[src/rtl/ps2_host_tx.sv]
// ps2_host_tx -- PS/2 host-to-device transmitter.
//
// Sends one command byte to a PS/2 device over the shared open-drain lines.
// The host inhibits the bus, issues the request-to-send (start bit with the
// clock held low), releases the clock and then follows the device clock:
// each bit is placed on the line right after a device falling edge, so the
// device samples stable data on its rising edge. The device acknowledge is
// sampled on the 11th falling edge.
//
// Ports:
//   clk, clrn            system clock, synchronous active-high reset
//   ps2_clk, ps2_data    raw PS/2 pin levels (asynchronous)
//   ps2_clk_oe           1 pulls the clock line low
//   ps2_data_oe          1 pulls the data line low
//   send_data/valid      byte to transmit and its request
//   send_ready           idle, a byte will be accepted
//   busy, rx_inhibit     a frame is in progress (receiver must ignore line)
//   done, ack_ok         frame finished; ack_ok = device acknowledged
//   err_timeout          frame aborted by the watchdog
//
// Build option: define PS2_TX_TIMEOUT_EN to build the frame watchdog.
// Without it err_timeout is tied to 0 and a silent device holds the block
// until reset.

module ps2_host_tx #(
   parameter int INHIBIT_CYCLES = 5000,
   parameter int START_CYCLES   = 50,
   parameter int TIMEOUT_CYCLES = 1000000
) (
   input  logic       clk,
   input  logic       clrn,
   input  logic       ps2_clk,
   input  logic       ps2_data,
   output logic       ps2_clk_oe,
   output logic       ps2_data_oe,
   input  logic [7:0] send_data,
   input  logic       send_valid,
   output logic       send_ready,
   output logic       busy,
   output logic       rx_inhibit,
   output logic       done,
   output logic       ack_ok,
   output logic       err_timeout
);

   // One counter times the inhibit and start phases and, once the clock is
   // released, serves as the frame watchdog.
   localparam int MAXC = (INHIBIT_CYCLES > START_CYCLES)
                         ? ((INHIBIT_CYCLES > TIMEOUT_CYCLES) ? INHIBIT_CYCLES : TIMEOUT_CYCLES)
                         : ((START_CYCLES > TIMEOUT_CYCLES) ? START_CYCLES : TIMEOUT_CYCLES);
   localparam int CW = $clog2(MAXC + 1);
   localparam logic [CW-1:0] INH_LAST = CW'(INHIBIT_CYCLES - 1);
   localparam logic [CW-1:0] ST_LAST  = CW'(START_CYCLES - 1);

   typedef enum logic [2:0] {
      S_IDLE, S_INHIBIT, S_START, S_SHIFT, S_ACK, S_WAIT_IDLE, S_FINISH
   } state_t;

   state_t        state, state_nxt;
   logic [CW-1:0] cnt;
   logic [3:0]    bitcnt;
   logic [7:0]    shreg;
   logic          parity;
   logic          data_drv;
   logic          ack_r;
   logic          clk_s1, clk_s2, clk_s3;
   logic          dat_s1, dat_s2;
   logic          fall;
   logic          accept;
   logic          timeout;
`ifdef PS2_TX_TIMEOUT_EN
   logic          to_r;
`endif

   assign fall = clk_s3 & ~clk_s2;

   // State register
   always_ff @(posedge clk) begin
      if (clrn) state <= S_IDLE;
      else      state <= state_nxt;
   end

   // Next state and outputs
   always_comb begin
      state_nxt = state;
      accept    = 1'b0;
      timeout   = 1'b0;
`ifdef PS2_TX_TIMEOUT_EN
      timeout = ((state == S_SHIFT) || (state == S_ACK) || (state == S_WAIT_IDLE))
                && (cnt == CW'(TIMEOUT_CYCLES - 1));
`endif
      case (state)
         S_IDLE:      if (send_valid) begin
                         accept    = 1'b1;
                         state_nxt = S_INHIBIT;
                      end
         S_INHIBIT:   if (cnt == INH_LAST) state_nxt = S_START;
         S_START:     if (cnt == ST_LAST) state_nxt = S_SHIFT;
         S_SHIFT:     if (fall && (bitcnt == 4'd9)) state_nxt = S_ACK;
         S_ACK:       if (fall) state_nxt = S_WAIT_IDLE;
         S_WAIT_IDLE: if (clk_s2 && dat_s2) state_nxt = S_FINISH;
         S_FINISH:    state_nxt = S_IDLE;
         default:     state_nxt = S_IDLE;
      endcase
      // The watchdog overrides any edge seen in the same cycle.
      if (timeout) state_nxt = S_FINISH;

      send_ready  = (state == S_IDLE);
      busy        = (state != S_IDLE);
      rx_inhibit  = busy;
      ps2_clk_oe  = (state == S_INHIBIT) || (state == S_START);
      ps2_data_oe = (state == S_START) || ((state == S_SHIFT) && data_drv);
      ack_ok      = ack_r;
`ifdef PS2_TX_TIMEOUT_EN
      done        = (state == S_FINISH) && !to_r;
      err_timeout = (state == S_FINISH) && to_r;
`else
      done        = (state == S_FINISH);
      err_timeout = 1'b0;
`endif
   end

   // Synchronizers, counters and shift datapath
   always_ff @(posedge clk) begin
      if (clrn) begin
         clk_s1   <= 1'b1;
         clk_s2   <= 1'b1;
         clk_s3   <= 1'b1;
         dat_s1   <= 1'b1;
         dat_s2   <= 1'b1;
         cnt      <= '0;
         bitcnt   <= '0;
         shreg    <= '0;
         parity   <= 1'b0;
         data_drv <= 1'b0;
         ack_r    <= 1'b0;
`ifdef PS2_TX_TIMEOUT_EN
         to_r     <= 1'b0;
`endif
      end else begin
         clk_s1 <= ps2_clk;
         clk_s2 <= clk_s1;
         clk_s3 <= clk_s2;
         dat_s1 <= ps2_data;
         dat_s2 <= dat_s1;

         case (state)
            S_IDLE: begin
               cnt <= '0;
               if (accept) begin
                  shreg  <= send_data;
                  parity <= ~^send_data;
                  ack_r  <= 1'b0;
`ifdef PS2_TX_TIMEOUT_EN
                  to_r   <= 1'b0;
`endif
               end
            end
            S_INHIBIT: cnt <= (state_nxt != state) ? '0 : cnt + 1'b1;
            S_START: begin
               if (state_nxt != state) begin
                  cnt      <= '0;
                  bitcnt   <= '0;
                  data_drv <= 1'b1;   // keep the start bit on the line until edge 1
               end else begin
                  cnt <= cnt + 1'b1;
               end
            end
            S_SHIFT, S_ACK, S_WAIT_IDLE: begin
`ifdef PS2_TX_TIMEOUT_EN
               cnt <= cnt + 1'b1;
`endif
               if (timeout) begin
                  data_drv <= 1'b0;
                  ack_r    <= 1'b0;
`ifdef PS2_TX_TIMEOUT_EN
                  to_r     <= 1'b1;
`endif
               end else if (fall && (state == S_SHIFT)) begin
                  bitcnt <= bitcnt + 1'b1;
                  if (bitcnt < 4'd8)       data_drv <= ~shreg[bitcnt[2:0]];
                  else if (bitcnt == 4'd8) data_drv <= ~parity;
                  else                     data_drv <= 1'b0;
               end else if (fall && (state == S_ACK)) begin
                  ack_r <= ~dat_s2;
               end
            end
            default: ;
         endcase
      end
   end

endmodule

[config.mk]
export PLATFORM = sky130hd
export DESIGN_NAME = ps2_host_tx
export DESIGN_NICKNAME = d
export VERILOG_FILES = /design/src/rtl/ps2_host_tx.sv
export SDC_FILE = /design/constraint.sdc
export NUM_CORES = 1
export LEC_CHECK = 0
export BUFFER_PORTS_ARGS = -buffer_cell sky130_fd_sc_hd__buf_2
export CORE_MARGIN = 2
export CORE_UTILIZATION = 55
export CTS_BUF_LIST = sky130_fd_sc_hd__clkbuf_16
export CTS_CLUSTER_DIAMETER = 100
export DETAILED_ROUTE_END_ITERATION = 10
export PLACE_DENSITY_LB_ADDON = 0.15
export SETUP_SLACK_MARGIN = 0.05
export SYNTH_ARGS = -nofsm -noshare
export SYNTH_HDL_FRONTEND = slang
export SYNTH_SLANG_ARGS = --single-unit
[constraint.sdc]
create_clock -name clk -period 6.07 [get_ports clk]
set_clock_uncertainty 0.05 [all_clocks]
set_input_delay 1.214 -clock clk [delete_from_list [all_inputs] [get_ports clk]]
set_output_delay 1.214 -clock clk [all_outputs]
set_load 0.005 [all_outputs]
==> results.ini <==
[worst_setup_path]
critPathArrivalTime_ns = 1.44
cp_cell_sequence = inv_1 > nand2_1 > a21oi_1 > buf_2
start_kind = register
slowest_stage = dfxtp_1
cp-end-kind = output port
crit_fanout = 11
crit_type = register to output port
worst_path_largest_cell_delay_ns = 0.54
critical-path-top-delay-family = flip-flops
path_buf_inv = 2
critical_path_required_ns = 4.81

[placement]
io_buffers = 19
finalWeightedCongestion = 0.8466
dpl_cell_area_sq_mm = 0.002370
hpwlAfterDp_um = 3482

[routing]
remaining_drc_errors = 0
vias = 2004
wire_per_inst_um = 13.88
drtIter0Drc = 176
firstDrtPassIters = 4
wirelength_um = 4801
ant_nets = 0
viasPerCell = 5.792

[power_and_ir_drop]
pwr_density_cell_mw_per_mm2 = 237.2
ir_drop_uv = 183.4
p_int_mw = 0.4578
switchingPower_mw = 0.1366
seqPwrFrac = 0.496
switching_share = 0.2298
leakagePower_nw = 0.9263
power_frac_comb = 0.076
power_frac_clock = 0.428

[sta]
worst_slew_pin_slew_ns = 0.8584
slew_headroom = 0.4256
slew_violations = 0
min_period_over_period = 0.4453
rsz0062_at_grt = no
hold_slack_ns = 0.3625
setup_violations = 0
max_freq_mhz = 370.0
tns_ns = 0
layout_min_cycle_time_ns = 2.703
hold_violations = 0

[yosys]
netlist.area_leader.share = 0.3768
synth_compound_area_frac = 0.1906
syn-instance-count = 283
muxShareOfSynthArea = 0.02410
synth_edf_count = 0
yosysTopAreaCell = dfxtp_1
syn-num-nets = 301
synth_fa_ha_area_frac = 0.02738
syn_area_sq_mm = 0.002285
synthArstFlopShare = 0
synth_top_family_by_area = simple AND/OR/NAND/NOR gates
yosys_warnings = 0
synthTopCellsByArea = dfxtp_1, nand2_1, a21oi_1
synth.yosys.seq_area_share = 0.3768
ys_ff_latch = 43
synth_ff_type = dfxtp_1
synth.avg_cell_area_sq_um = 8.073
synth-simple-area-share = 0.2913
synth_cell_types = 51
synth_xor_area_frac = 0.03834

[clock_tree]
ctsHoldBuffers = 0
post_cts_buffers = 0
htreeDepth = 2
cts_inserted_buffers = 5
clk_pin_slew_ns = 0.06
cts_resized = 0
cts_buffer_depth = 2
clock_latency_ns = 0.28
cts.sinks = 43
cts_tree = done
cts_root_buf = clkbuf_16

[job]
maxCapViolCount = 0

[floorplanning]
die_w_um = 68.45
rows = 23
core_area_sq_mm = 0.004000
die_h_um = 68.45
io_pins = 21
start_util = 0.5712
die_area_sq_mm = 0.004685

[finish]
final_cell_area_sq_mm = 0.002506
syn2layout_area_growth_pct = 9.693
drive_gt1_frac = 0.1250
final_nets = 313
fill_cells = 367
num_antenna_cells = 0

[min_path]
hold_path.class = register to register

[global_route]
antenna_found_initial = 0
grt_use_total = 0.2324
overflow = 0
grt_first_pass_wirelength_um = 8217
grt_max_degree = 33
first_global_vias = 1860

[status]
status = finished clean

-- worst reg2reg max path: cells and delay by family (launching register included) --
kind	cells	cell delay (ns)
compound gates	2	0.57
flops	1	0.49
simple gates	4	1.50
-- stage by stage --
step / power (mW) / setup WS (ns) / util / std cells
after floorplan: 0.3350 / 3.746 / - / 283
after global placement: 0.3456 / 3.263 / 0.5924 / 338
after detailed placement: 0.3469 / 3.248 / 0.5924 / 338
final: 0.5943 / 3.367 / 0.6265 / 346
after global routing: 0.6162 / 3.203 / 0.6265 / 346
after CTS: 0.5977 / 3.355 / 0.6265 / 346
-- cells by family (layout without fill, tap and decap cells) --
| group | count (synthesis) | count (layout) |
|---|---|---|
| xor gates and xnor gates | 10 | 10 |
| AOI/OAI and AO/OA | 64 | 64 |
| and+or+nand+nor | 132 | 132 |
| muxes | 3 | 3 |
| other | 1 | 1 |
| buffers and inverters | 25 | 38 |
| DFF | 43 | 43 |
| adders and majority gates | 5 | 5 |
-- cells in the mapped netlist, types with 3 or more instances --
| library cell | n |
|---|---|
| nand2_1 | 43 |
| ha_1 | 5 |
| buf_2 | 3 |
| nand4_1 | 8 |
| inv_1 | 11 |
| or3_1 | 4 |
| dfxtp_1 | 43 |
| nor3_1 | 12 |
| xnor2_1 | 8 |
| nor2_1 | 17 |
| o21ai_0 | 5 |
| or2_2 | 6 |
| buf_4 | 4 |
| nor4_1 | 4 |
| clkbuf_1 | 6 |
| a31oi_1 | 6 |
| a21oi_1 | 23 |
| o22ai_1 | 3 |
| a21o_1 | 4 |
| nand3_1 | 15 |
| and3_1 | 6 |
| nor2b_1 | 7 |
| o31ai_1 | 3 |
-- flip-flops by register name, indices dropped and copies added (netlist names) --
signal / flops
ack_ok: 1
bitcnt: 4
clk_s1: 1
clk_s2: 1
clk_s3: 1
cnt: 20
dat_s1: 1
dat_s2: 1
data_drv: 1
parity: 1
shreg: 8
state: 3
-- power by group through the flow --
stage | Sequential (mW) | Combinational, mW | Clock (mW)
floorplan | 0.298 | 0.0373 | 0
global placement | 0.301 | 0.0450 | 0
detailed placement | 0.301 | 0.0458 | 0
CTS | 0.295 | 0.0459 | 0.257
global route | 0.296 | 0.0522 | 0.268
finish | 0.295 | 0.0454 | 0.254
-- routing by layer --
layer	vias up	part of all wire	GRT usage
met5	-	0	0
met1	923	0.45	0.2700
met3	5	0.035	0.05757
li1	1042	-	-
met2	34	0.50	0.4159
met4	0	0.011	0.07000
-- cell type report --
type                            count  area [sq um]  share of cell area
Sequential cell                    43         860.8              0.3435
Clock buffer                        5         125.1             0.04993
Inverter                           11         41.29             0.01648
Tap cell                           50         62.56             0.02496
Timing Repair Buffer               19         95.09             0.03794
Multi-Input combinational cell    215          1310              0.5227
Clock inverter                      3         11.26            0.004493
-- path summary, 6_finish.rpt --
kind / from / endpoint / slack, ns / cells past startpoint
max: state[0] / ps2_clk_oe / 3.37 / 4
min: dat_s1 / dat_s2 / 0.36 / 1
max reg2reg: state[1] / cnt[12] / 3.37 / 6
min reg2reg: dat_s1 / dat_s2 / 0.36 / 1
-- cells in the final DEF (no fill, tap or decap), drive strengths merged, types with 5 or more instances in the layout --
cell / Yosys / final
o21ai: 6 / 6
clkbuf: 7 / 5
a21oi: 23 / 23
nand2: 43 / 43
a31oi: 6 / 6
and3: 6 / 6
buf: 7 / 19
xnor2: 8 / 8
nand4: 8 / 8
inv: 11 / 12
nand3: 15 / 15
ha: 5 / 5
nor2: 17 / 17
nor2b: 7 / 7
dfxtp: 43 / 43
or2: 7 / 7
nor3: 13 / 13
No activity file was read; power rests on OpenSTA's default activity.
